File: config.mk
export PLATFORM = sky130hd
export DESIGN_NAME = tdm_demux14_flat
export DESIGN_NICKNAME = d
export VERILOG_FILES = /design/src/rtl/tdm_demux14_pkg.sv /design/src/rtl/tdm_demux14_if.sv /design/src/rtl/tdm_demux14_slot_ctr.sv /design/src/rtl/tdm_demux14.sv /design/src/flat_wrapper.sv
export SDC_FILE = /design/constraint.sdc
export NUM_CORES = 1
export LEC_CHECK = 0
export CAP_MARGIN = 15
export CORE_MARGIN = 5
export CORE_UTILIZATION = 29
export CTS_CLUSTER_SIZE = 10
export DETAILED_ROUTE_END_ITERATION = 7
export GPL_ROUTABILITY_DRIVEN = 0
export PLACE_DENSITY = 0.6
export RECOVER_POWER = 100
export SLEW_MARGIN = 10
export SYNTH_ARGS = -nofsm -noshare
export SYNTH_HDL_FRONTEND = slang
export SYNTH_SLANG_ARGS = --single-unit
File: constraint.sdc
create_clock -name clk -period 1.95 [get_ports clk]
set_clock_uncertainty 0.05 [all_clocks]
set_input_delay 0.195 -clock clk [delete_from_list [all_inputs] [get_ports clk]]
set_output_delay 0.195 -clock clk [all_outputs]
set_load 0.05 [all_outputs]
File: src/rtl/tdm_demux14_pkg.sv
// tdm_demux14_pkg: shared types and constants for the TDM demultiplexer.
//   state_e : TDM framing FSM states (IDLE, COLLECT)
//   mode_e  : operating mode encodings (addressed / TDM)
//   N_CH    : number of output channels
//   SLOT_W  : width of the TDM slot index
package tdm_demux14_pkg;

  localparam int unsigned N_CH   = 4;
  localparam int unsigned SLOT_W = 2;

  typedef enum logic {
    IDLE    = 1'b0,
    COLLECT = 1'b1
  } state_e;

  typedef enum logic {
    MODE_ADDR = 1'b0,
    MODE_TDM  = 1'b1
  } mode_e;

endpackage

File: src/rtl/tdm_demux14_if.sv
// tdm_demux14_if: serial input / channel output bundle of tdm_demux14.
//   in, in_valid, sof : serial bit, its qualifier, start-of-frame marker
//   mode, sel         : 0 = addressed (bit goes to out[sel]), 1 = TDM framing
//   clr_err           : clears the sticky frame_err flag
//   out, out_valid    : registered channel values and their update pulse
//   slot              : next TDM slot to be filled
//   frame_err         : sticky framing error
// modport master drives the inputs (source side), slave is the demux.
interface tdm_demux14_if;
  import tdm_demux14_pkg::*;

  logic              in;
  logic              in_valid;
  logic              sof;
  logic              mode;
  logic [SLOT_W-1:0] sel;
  logic              clr_err;
  logic [N_CH-1:0]   out;
  logic              out_valid;
  logic [SLOT_W-1:0] slot;
  logic              frame_err;

  modport master (
    output in, in_valid, sof, mode, sel, clr_err,
    input  out, out_valid, slot, frame_err
  );

  modport slave (
    input  in, in_valid, sof, mode, sel, clr_err,
    output out, out_valid, slot, frame_err
  );

endinterface

File: src/rtl/tdm_demux14_slot_ctr.sv
// tdm_slot_ctr: TDM slot counter.
//   clk, rst_n : clock, asynchronous active-low reset
//   clr        : force slot to 0 (highest priority)
//   load       : force slot to 1 (start of a new frame)
//   inc        : advance slot by one
//   slot       : current slot index
//   last       : slot is the final slot of the frame
module tdm_slot_ctr
  import tdm_demux14_pkg::*;
(
  input  logic              clk,
  input  logic              rst_n,
  input  logic              clr,
  input  logic              load,
  input  logic              inc,
  output logic [SLOT_W-1:0] slot,
  output logic              last
);

  logic [SLOT_W-1:0] slot_q;
  logic [SLOT_W-1:0] slot_d;

  always_comb begin
    slot_d = slot_q;
    if (clr) begin
      slot_d = '0;
    end else if (load) begin
      slot_d = SLOT_W'(1);
    end else if (inc) begin
      slot_d = slot_q + 1'b1;
    end
  end

  always_ff @(posedge clk or negedge rst_n) begin
    if (!rst_n) begin
      slot_q <= '0;
    end else begin
      slot_q <= slot_d;
    end
  end

  assign slot = slot_q;
  assign last = (slot_q == '1);

endmodule

File: src/rtl/tdm_demux14.sv
// tdm_demux14: serial-to-4-channel demultiplexer.
//   clk   : rising-edge clock
//   rst_n : asynchronous active-low reset
//   bus   : tdm_demux14_if.slave (serial input, mode/sel, channel outputs)
// Addressed mode writes each valid bit straight to out[sel]. TDM mode
// gathers four bits (sof marks the first) into a shadow register and
// publishes them to out atomically when the fourth bit arrives.
// CLR_ON_SOF = 1 zeroes the shadow register on every accepted sof.
module tdm_demux14
  import tdm_demux14_pkg::*;
#(
  parameter bit CLR_ON_SOF = 1'b0
) (
  input  logic         clk,
  input  logic         rst_n,
  tdm_demux14_if.slave bus
);

  state_e            state_q, state_d;
  logic [N_CH-1:0]   shadow_q, shadow_d;
  logic [N_CH-1:0]   out_q, out_d;
  logic              out_valid_q, out_valid_d;
  logic              frame_err_q, frame_err_d;
  logic              err_set;
  logic              slot_clr, slot_load, slot_inc;
  logic [SLOT_W-1:0] slot_cnt;
  logic              slot_last;
  mode_e             mode_s;

  assign mode_s = mode_e'(bus.mode);

  tdm_slot_ctr u_slot_ctr (
    .clk   (clk),
    .rst_n (rst_n),
    .clr   (slot_clr),
    .load  (slot_load),
    .inc   (slot_inc),
    .slot  (slot_cnt),
    .last  (slot_last)
  );

  // State register
  always_ff @(posedge clk or negedge rst_n) begin
    if (!rst_n) begin
      state_q <= IDLE;
    end else begin
      state_q <= state_d;
    end
  end

  // Next-state logic. Addressed mode pins the FSM in IDLE, which is how a
  // mode change aborts a partial frame without raising an error.
  always_comb begin
    state_d = state_q;
    if (mode_s != MODE_TDM) begin
      state_d = IDLE;
    end else if (bus.in_valid) begin
      case (state_q)
        IDLE:    if (bus.sof) state_d = COLLECT;
        COLLECT: if (!bus.sof && slot_last) state_d = IDLE;
        default: state_d = IDLE;
      endcase
    end
  end

  // Output / datapath logic
  always_comb begin
    out_d       = out_q;
    out_valid_d = 1'b0;
    shadow_d    = shadow_q;
    err_set     = 1'b0;
    slot_clr    = 1'b0;
    slot_load   = 1'b0;
    slot_inc    = 1'b0;

    if (mode_s != MODE_TDM) begin
      slot_clr = 1'b1;
      if (bus.in_valid) begin
        out_d[bus.sel] = bus.in;
        out_valid_d    = 1'b1;
      end
    end else if (bus.in_valid) begin
      case (state_q)
        IDLE: begin
          if (bus.sof) begin
            if (CLR_ON_SOF) shadow_d = '0;
            shadow_d[0] = bus.in;
            slot_load   = 1'b1;
          end else begin
            // Orphan bit: dropped, slot stays 0.
            err_set = 1'b1;
          end
        end
        COLLECT: begin
          if (bus.sof) begin
            // Resync: the partial frame is abandoned and this bit starts a new one.
            err_set = 1'b1;
            if (CLR_ON_SOF) shadow_d = '0;
            shadow_d[0] = bus.in;
            slot_load   = 1'b1;
          end else begin
            shadow_d[slot_cnt] = bus.in;
            if (slot_last) begin
              // Publish the completed frame including the bit arriving now.
              out_d       = shadow_d;
              out_valid_d = 1'b1;
              slot_clr    = 1'b1;
            end else begin
              slot_inc = 1'b1;
            end
          end
        end
        default: slot_clr = 1'b1;
      endcase
    end

    // A new error outranks a simultaneous clear.
    frame_err_d = err_set | (frame_err_q & ~bus.clr_err);
  end

  always_ff @(posedge clk or negedge rst_n) begin
    if (!rst_n) begin
      shadow_q    <= '0;
      out_q       <= '0;
      out_valid_q <= 1'b0;
      frame_err_q <= 1'b0;
    end else begin
      shadow_q    <= shadow_d;
      out_q       <= out_d;
      out_valid_q <= out_valid_d;
      frame_err_q <= frame_err_d;
    end
  end

  assign bus.out       = out_q;
  assign bus.out_valid = out_valid_q;
  assign bus.slot      = slot_cnt;
  assign bus.frame_err = frame_err_q;

endmodule

File: src/flat_wrapper.sv
// flat-port wrapper written by rule: the top's interface ports become plain ports
module tdm_demux14_flat import tdm_demux14_pkg::*;
#(
  parameter bit CLR_ON_SOF = 1'b0
)
  (clk, rst_n, bus_in, bus_in_valid, bus_sof, bus_mode, bus_sel, bus_clr_err, bus_out, bus_out_valid, bus_slot, bus_frame_err);
  tdm_demux14_if bus_i ();
  input  logic clk;
  input  logic rst_n;
  input wire logic [$bits(bus_i.in)-1:0] bus_in;
  input wire logic [$bits(bus_i.in_valid)-1:0] bus_in_valid;
  input wire logic [$bits(bus_i.sof)-1:0] bus_sof;
  input wire logic [$bits(bus_i.mode)-1:0] bus_mode;
  input wire logic [$bits(bus_i.sel)-1:0] bus_sel;
  input wire logic [$bits(bus_i.clr_err)-1:0] bus_clr_err;
  output wire logic [$bits(bus_i.out)-1:0] bus_out;
  output wire logic [$bits(bus_i.out_valid)-1:0] bus_out_valid;
  output wire logic [$bits(bus_i.slot)-1:0] bus_slot;
  output wire logic [$bits(bus_i.frame_err)-1:0] bus_frame_err;
  assign bus_i.in = bus_in;
  assign bus_i.in_valid = bus_in_valid;
  assign bus_i.sof = bus_sof;
  assign bus_i.mode = bus_mode;
  assign bus_i.sel = bus_sel;
  assign bus_i.clr_err = bus_clr_err;
  assign bus_out = bus_i.out;
  assign bus_out_valid = bus_i.out_valid;
  assign bus_slot = bus_i.slot;
  assign bus_frame_err = bus_i.frame_err;
  tdm_demux14 #(.CLR_ON_SOF(CLR_ON_SOF)) u_core (.clk(clk), .rst_n(rst_n), .bus(bus_i));
endmodule
**After elaboration in Yosys (flattened, before gate mapping)**

Cells that the tools add are included.

- Output and inout bits: 8
- Register bits after elaboration: 13

- Reductions and logical operators: 8
- Eq/ne operators: 6
- Bitwise operators: 5
- $add $sub $neg: 1
- Multiplexer cells: 41
- Order comparisons: 4

Operator list:

| operator | count |
|---|---|
| $mux 1 | 25 |
| $mux 4 | 6 |
| $bwmux 4 | 2 |
| $reduce_and 4->1 | 2 |
| $lt 2x3->1 const B | 2 |
| $mux 2 | 3 |
| $ne 2x2->1 const B | 3 |
| $pmux 1 s2 | 3 |
| $demux 1 s2 | 2 |
| $ge 2x1->1 const B | 2 |
| $ne 2x1->1 const B | 2 |
| $logic_and 1x1->1 | 3 |
| $not 1->1 | 3 |
| $reduce_and 3->1 | 1 |
| $reduce_bool 3->1 | 1 |
| $add 2x1->2 const B | 1 |
| $eq 2x2->1 const B | 1 |
| $and 1x1->1 | 1 |
| $logic_not 1->1 | 1 |
| $or 1x1->1 | 1 |

**Longest topological paths before layout**

Gate-level depths: netlist of run 1.

- Depth in word-level cells: 10
- Depth in mapped cells: 5
- Mapped depth without buffers: 5

**Hierarchy**

Synthesis of run 1 repeated with hierarchy kept, for this count alone.

- Cell total of the unflattened synthesis: 74
- Area, all modules: 721.9 um^2

By module, submodules not included:

| module | instances | area an instance (um^2) | cells each | seq. area each (um^2) |
|---|---|---|---|---|
| tdm_demux14 | 1 | 626.9 | 66 | 275.3 |
| tdm_slot_ctr | 1 | 95.1 | 8 | 50.0 |

**Worst setup path before layout of run 1**

No wires, ideal clock.

- Kind: reg-to-reg
- Start: reg u_core.u_slot_ctr.slot_q[0] (netlist: u_core.u_slot_ctr.slot[0])
- End: reg u_core.out_q[2] (netlist: u_core.bus.out[2])
- Stages on the path, launching flop included: 6
- Library setup time: 0.128 ns
- Arrival time: 1.740 ns
- Required time: 1.772 ns
- Buffers on the path: 0
- Slack: 0.032 ns
- Cells stage by stage: dfrtp_1 inv_1 ha_1 mux2_2 a32o_1 mux2_1

- Longest elaborated chain between the ends: 10
- Elaborated cells on any way between the ends: 14
- Classes of those cells: order compare: 2; eq/ne: 2; mux: 8; reduce/logical: 2

RTL lines:

| what | RTL line | source |
|---|---|---|
| from (decl) | tdm_demux14_slot_ctr.sv:20 | `logic [SLOT_W-1:0] slot_q;` |
| from (signal assigned) | tdm_demux14_slot_ctr.sv:38 | `slot_q <= slot_d;` |
| $lt 2x3->1 (not written as such) / $ge 2x1->1 (equally long branches) | tdm_demux14.sv:102 | `shadow_d[slot_cnt] = bus.in;` |
| $logic_and 1x1->1 (not written as such) | tdm_demux14.sv:102 |  |
| $mux 1 (not written as such) | tdm_demux14.sv:102 |  |
| $demux 1 s2 | n/a |  |
| $bwmux 4 | tdm_demux14.sv:102 |  |
| $mux 4 | tdm_demux14.sv:103 | `if (slot_last) begin` |
| $mux 4 | tdm_demux14.sv:95 | `if (bus.sof) begin` |
| $mux 4 | tdm_demux14.sv:83 | `case (state_q)` |
| $mux 4 | tdm_demux14.sv:82 | `end else if (bus.in_valid) begin` |
| $mux 4 | tdm_demux14.sv:76 | `if (mode_s != MODE_TDM) begin` |
| to (signal assigned) | tdm_demux14.sv:129 | `out_q <= out_d;` |
| to (decl) | tdm_demux14.sv:21 | `logic [N_CH-1:0] out_q, out_d;` |

Several ways; a longest one is shown, not always the timed one. The select of a mux whose other input is x is not followed.
A chain may end at the register's enable or synchronous reset.

**Worst setup path in the final report of run 1**

- Start: reg u_core.u_slot_ctr.slot_q[1] (netlist: u_core.u_slot_ctr.slot[1])
- End: out bus_slot[1]

RTL lines:

| what | RTL line | source |
|---|---|---|
| to (decl) | flat_wrapper.sv:18 | `output wire logic [$bits(bus_i.slot)-1:0] bus_slot;` |

No word-level cell between the ends.

==> flow_summary.toml, run 1 <==
[floorplanning]
initial_utilization_pct = 30.2
die_w_um = 63.4
dieArea_mm2 = 0.00401
coreArea_mm2 = 0.00273
std_cell_rows = 19
die-height_um = 63.4
ios = 17

[finish]
layout_commonest_cell = "dfrtp_1"
final_cells = 130
nNetsFinal = 114
antenna_cells = 0
drive_gt1_share_pct = 12.1
mostFrequentLayoutCells = "dfrtp_1, dlygate4sd3_1, mux2_1"
syn2layout_area_growth_pct = 28.2

[pwr]
ir_drop_mv = 0.349
p_leak_uw = 0.000495
p_per_area_mw_per_mm2 = 632
finalPower_uw = 669

[sta]
fin_setup_tns_ns = 0
fmax_ghz = 0.540
rsz0062_at_grt = "false"
period_share_pct = 95.0
setup_slack_ns = 0.0975
slew_viol_final = 0
final.min_clock_period_ns = 1.85
slew_headroom_pct = 58.7
finalSetupViolations = 0
finalHoldViolCount = 0
tightest_slew_ns = 0.618

[detailed_routing]
drtAntennaViolNets = 0
wirelength_um = 1720
via_per_inst = 5.05
routedWlPerCell_um = 13.3
drtIter0Drc = 13
drtPass1Iterations = 4
vias = 656
drc = 0

[run]
maxCapViolations = 0

[clocking]
cts_resized = 0
h-tree-depth = 1
cts-root-buf = "clkbuf_4"
cts_tree = "built"
postCtsSetupBuffers = 0
cts_inserted_buffers = 3
clock_latency_ns = 0.28
cts_hold_buf = 0
clock_path_buffers = 2
cts.sink_count = 13
clk_pin_slew_ns = 0.08

[yosys]
ys_seq_area_share_pct = 39.4
ys_seq_elements = 13
yosysWarnings = 0
avgSynthCellArea_um2 = 10.6
synth.distinct_cells = 28
postSynthCellCount = 78
syn-num-nets = 92
syn_area_um2 = 826

[global_route]
grt_pass1_wl_um = 2900
first_global_vias = 664
overflow = 0
antenna_found_initial = 0
grt_util_all_layers_pct = 9.14
grt_max_degree = 14

[setup_path]
crit_path_start_kind = "register"
crit_type = "register to primary output"
rr_worst_depth = 5
worstPathRequired_ns = 1.70
cp_slowest_cell = "dlygate4sd3_1"
cp_num_cells = 1
worstPathCellList = "dlygate4sd3_1"
critPathMaxStageDelay_ns = 0.90
worstPathMaxFanout = 5
critPathTopFamily = "buffers and inverters"
path_buf_inv = 1
cp-end-kind = "primary output"
arrival_ns = 1.61

[placement]
hpwl_um = 1310
place_inst = 126
place_ws_ns = 0.164
port_buffers = 16

[worst_hold_path]
hp-class = "input pin to async pin"

[outcome]
status = "finished, final reports clean"
## kinds of logic after synthesis
kind of cell,synth area share (%)
compound gates,11.2
fa+ha+maj,7.58
buf+inv,5.45
flops,39.4
mux,18.5
simple gates,17.9
## power breakdown
group / internal, µW / switching [µW]
combinational: 79.2 / 111
clock: 79.4 / 91.2
sequential: 293 / 14.8
total: 452 / 217
## Yosys cell counts
cell type / instances / area (µm²)
a21boi_1: 1 / 7.51
a21o_1: 1 / 7.51
a21oi_1: 1 / 5.00
a22oi_1: 1 / 7.51
a32o_1: 2 / 20.0
and2b_1: 3 / 22.5
and2b_4: 1 / 10.0
and4b_1: 1 / 10.0
and4b_4: 1 / 13.8
and4bb_2: 1 / 12.5
buf_4: 3 / 22.5
dfrtp_1: 13 / 325
ha_1: 5 / 62.6
inv_1: 6 / 22.5
mux2_1: 8 / 90.1
mux2_2: 2 / 22.5
mux2i_1: 4 / 40.0
nand2_1: 7 / 26.3
nand3_1: 1 / 5.00
nand3b_1: 1 / 7.51
nor2_1: 2 / 7.51
nor2b_1: 1 / 6.26
nor3_1: 1 / 5.00
nor3b_1: 2 / 15.0
o21ai_0: 1 / 5.00
o21ai_1: 3 / 15.0
o22ai_1: 4 / 25.0
or2_1: 1 / 6.26
## flip-flops by register name (all words and copies together) (netlist names)
| signal | count |
|---|---|
| u_core.shadow_q | 4 |
| u_core.bus.frame_err | 1 |
| u_core.bus.out | 4 |
| u_core.u_slot_ctr.slot | 2 |
| u_core.state_q | 1 |
| u_core.bus.out_valid | 1 |
## metrics by stage
| step | util, % | hold WS (ns) | instance area (µm²) |
|---|---|---|---|
| global placement | 37.8 | 0.422 | 1030 |
| detailed placement | 37.8 | 0.426 | 1030 |
| global route | 38.7 | 0.361 | 1060 |
| floorplan | - | -0.151 | 826 |
| finish | 38.7 | 0.312 | 1060 |
| CTS | 38.7 | 0.269 | 1060 |
## final cells by class
class                           instances  area (µm²)
Fill cell                             267        1680
Multi-Input combinational cell         56         455
Sequential cell                        13         325
Timing Repair Buffer                   20         190
Tap cell                               31        38.8
Clock buffer                            4        26.3
Inverter                                6        22.5
## per-layer routing
layer / vias to the layer above / GRT usage [%] / wire length (µm) / share of wire [%]
li1: 322 / - / - / -
met1: 318 / 11.6 / 852 / 49
met2: 12 / 14.2 / 792 / 46
met3: 4 / 2.31 / 54 / 3.1
met4: 0 / 4.68 / 23 / 1.3
met5: - / 0 / 0 / 0
## path summary, 6_finish.rpt
path                       slack (ns)              endpoint                      start
min in group clk                 0.43  u_core.bus.frame_err                bus_clr_err
setup reg to reg                 0.21     u_core.bus.out[2]  u_core.u_slot_ctr.slot[0]
max in group asynchronous        1.13        u_core.state_q                      rst_n
setup / recovery                  0.1           bus_slot[1]  u_core.u_slot_ctr.slot[1]
hold / removal                   0.31    u_core.shadow_q[1]                      rst_n
hold reg to reg                  0.44    u_core.shadow_q[0]         u_core.shadow_q[0]
(Power assumes the default switching activity.)
==> inputs of run 2 (changes only) <==
- SLEW_MARGIN: 10 -> 20
==> results of run 2 <==
Final layout, timing and power as in run 1 (identical DEF).
==> inputs of run 3 (changes only) <==
--- a/constraint.sdc
+++ b/constraint.sdc
@@ -3,3 +3,3 @@
 set_input_delay 0.195 -clock clk [delete_from_list [all_inputs] [get_ports clk]]
 set_output_delay 0.195 -clock clk [all_outputs]
-set_load 0.05 [all_outputs]
+set_load 0.005 [all_outputs]
==> flow_summary.toml, run 3 (synthesis results as in run 1) <==
[detailed_routing]
wirelength_um = 1720
via_per_inst = 5.05
routedWlPerCell_um = 13.3
drtIter0Drc = 13
drtAntennaViolNets = 0
vias = 656
drtPass1Iterations = 4
drc = 0

[sta]
fmax_ghz = 0.577
final.min_clock_period_ns = 1.73
rsz0062_at_grt = "false"
tightest_slew_ns = 0.618
period_share_pct = 88.8
fin_setup_tns_ns = 0
slew_viol_final = 0
finalHoldViolCount = 0
finalSetupViolations = 0
whs_ns = 0.312
slew_headroom_pct = 58.7

[finish]
mostFrequentLayoutCells = "dfrtp_1, dlygate4sd3_1, mux2_1"
syn2layout_area_growth_pct = 28.2
antenna_cells = 0
drive_gt1_share_pct = 12.1
ff_latch_area_um2 = 325
fillers = 267
nNetsFinal = 114
multi_input_area_um2 = 455
layout_commonest_cell = "dfrtp_1"

[placement]
hpwl_um = 1310
port_buffers = 16

[outcome]
status = "finished, final reports clean"

[floorplanning]
std_cell_rows = 19
coreArea_mm2 = 0.00273
ios = 17
die-height_um = 63.4
die_w_um = 63.4
dieArea_mm2 = 0.00401
initial_utilization_pct = 30.2

[clocking]
cts_resized = 0
cts_tree = "built"
cts.sink_count = 13
cts_hold_buf = 0
clk_pin_slew_ns = 0.08
cts_inserted_buffers = 3
clock_path_buffers = 2
cts-root-buf = "clkbuf_4"
clock_latency_ns = 0.28
h-tree-depth = 1
postCtsSetupBuffers = 0

[pwr]
p_leak_uw = 0.000497
finalPower_uw = 614
ir_drop_mv = 0.346
p_per_area_mw_per_mm2 = 580

[setup_path]
worstPathMaxFanout = 6
crit_type = "register to register"
worstPathRequired_ns = 2.06
arrival_ns = 1.84
rr_worst_depth = 5
crit_path_start_kind = "register"
cp-end-kind = "register"

[global_route]
grt_max_degree = 14
antenna_found_initial = 0
first_global_vias = 664
grt_pass1_wl_um = 2900
overflow = 0
grt_util_all_layers_pct = 9.14

[run]
maxCapViolations = 0

[worst_hold_path]
hp-class = "input pin to async pin"
-- run 3: final cells by class --
type | instances | area share (%)
Tap cell | 31 | 3.66
Timing Repair Buffer | 20 | 18.0
Multi-Input combinational cell | 56 | 43.0
Sequential cell | 13 | 30.7
Inverter | 6 | 2.13
Clock buffer | 4 | 2.48
-- run 3: final timing paths --
check	from	endpoint	slack [ns]
max in group asynchronous	rst_n	u_core.state_q	1.13
setup reg to reg	u_core.u_slot_ctr.slot[0]	u_core.bus.out[2]	0.22
hold reg to reg	u_core.shadow_q[0]	u_core.shadow_q[0]	0.44
setup / recovery	u_core.u_slot_ctr.slot[0]	u_core.bus.out[2]	0.22
hold / removal	rst_n	u_core.shadow_q[1]	0.31
min in group clk	bus_clr_err	u_core.bus.frame_err	0.43
-- run 3: stage by stage --
step                instances  setup WS, ns  utilization [%]  cell area, µm²
finish                    130         0.217             38.7            1060
global route              130         0.120             38.7            1060
CTS                       130         0.202             38.7            1060
detailed placement        126         0.164             37.8            1030
global placement          126         0.171             37.8            1030
floorplan                  78         0.331                -             826
-- run 3: worst max-delay path, stage by stage (launching register included) --
cell and delay, ns:
dfrtp_1 0.44, inv_1 0.11, ha_1 0.19, mux2_2 0.35, a32o_1 0.20, mux2_1 0.28
-- run 3: power by group --
part / total (µW) / internal, µW / switching (µW)
registers: 308 / 293 / 14.8
logic: 135 / 78.3 / 56.7
clock network: 171 / 79.4 / 91.2
total: 614 / 451 / 163
-- run 3: layer usage --
layer / vias to the layer above / global-route usage [%] / wire, µm
met5: - / 0 / 0
met4: 0 / 4.68 / 23
met3: 4 / 2.31 / 54
met2: 12 / 14.2 / 792
met1: 318 / 11.6 / 852
li1: 322 / - / -
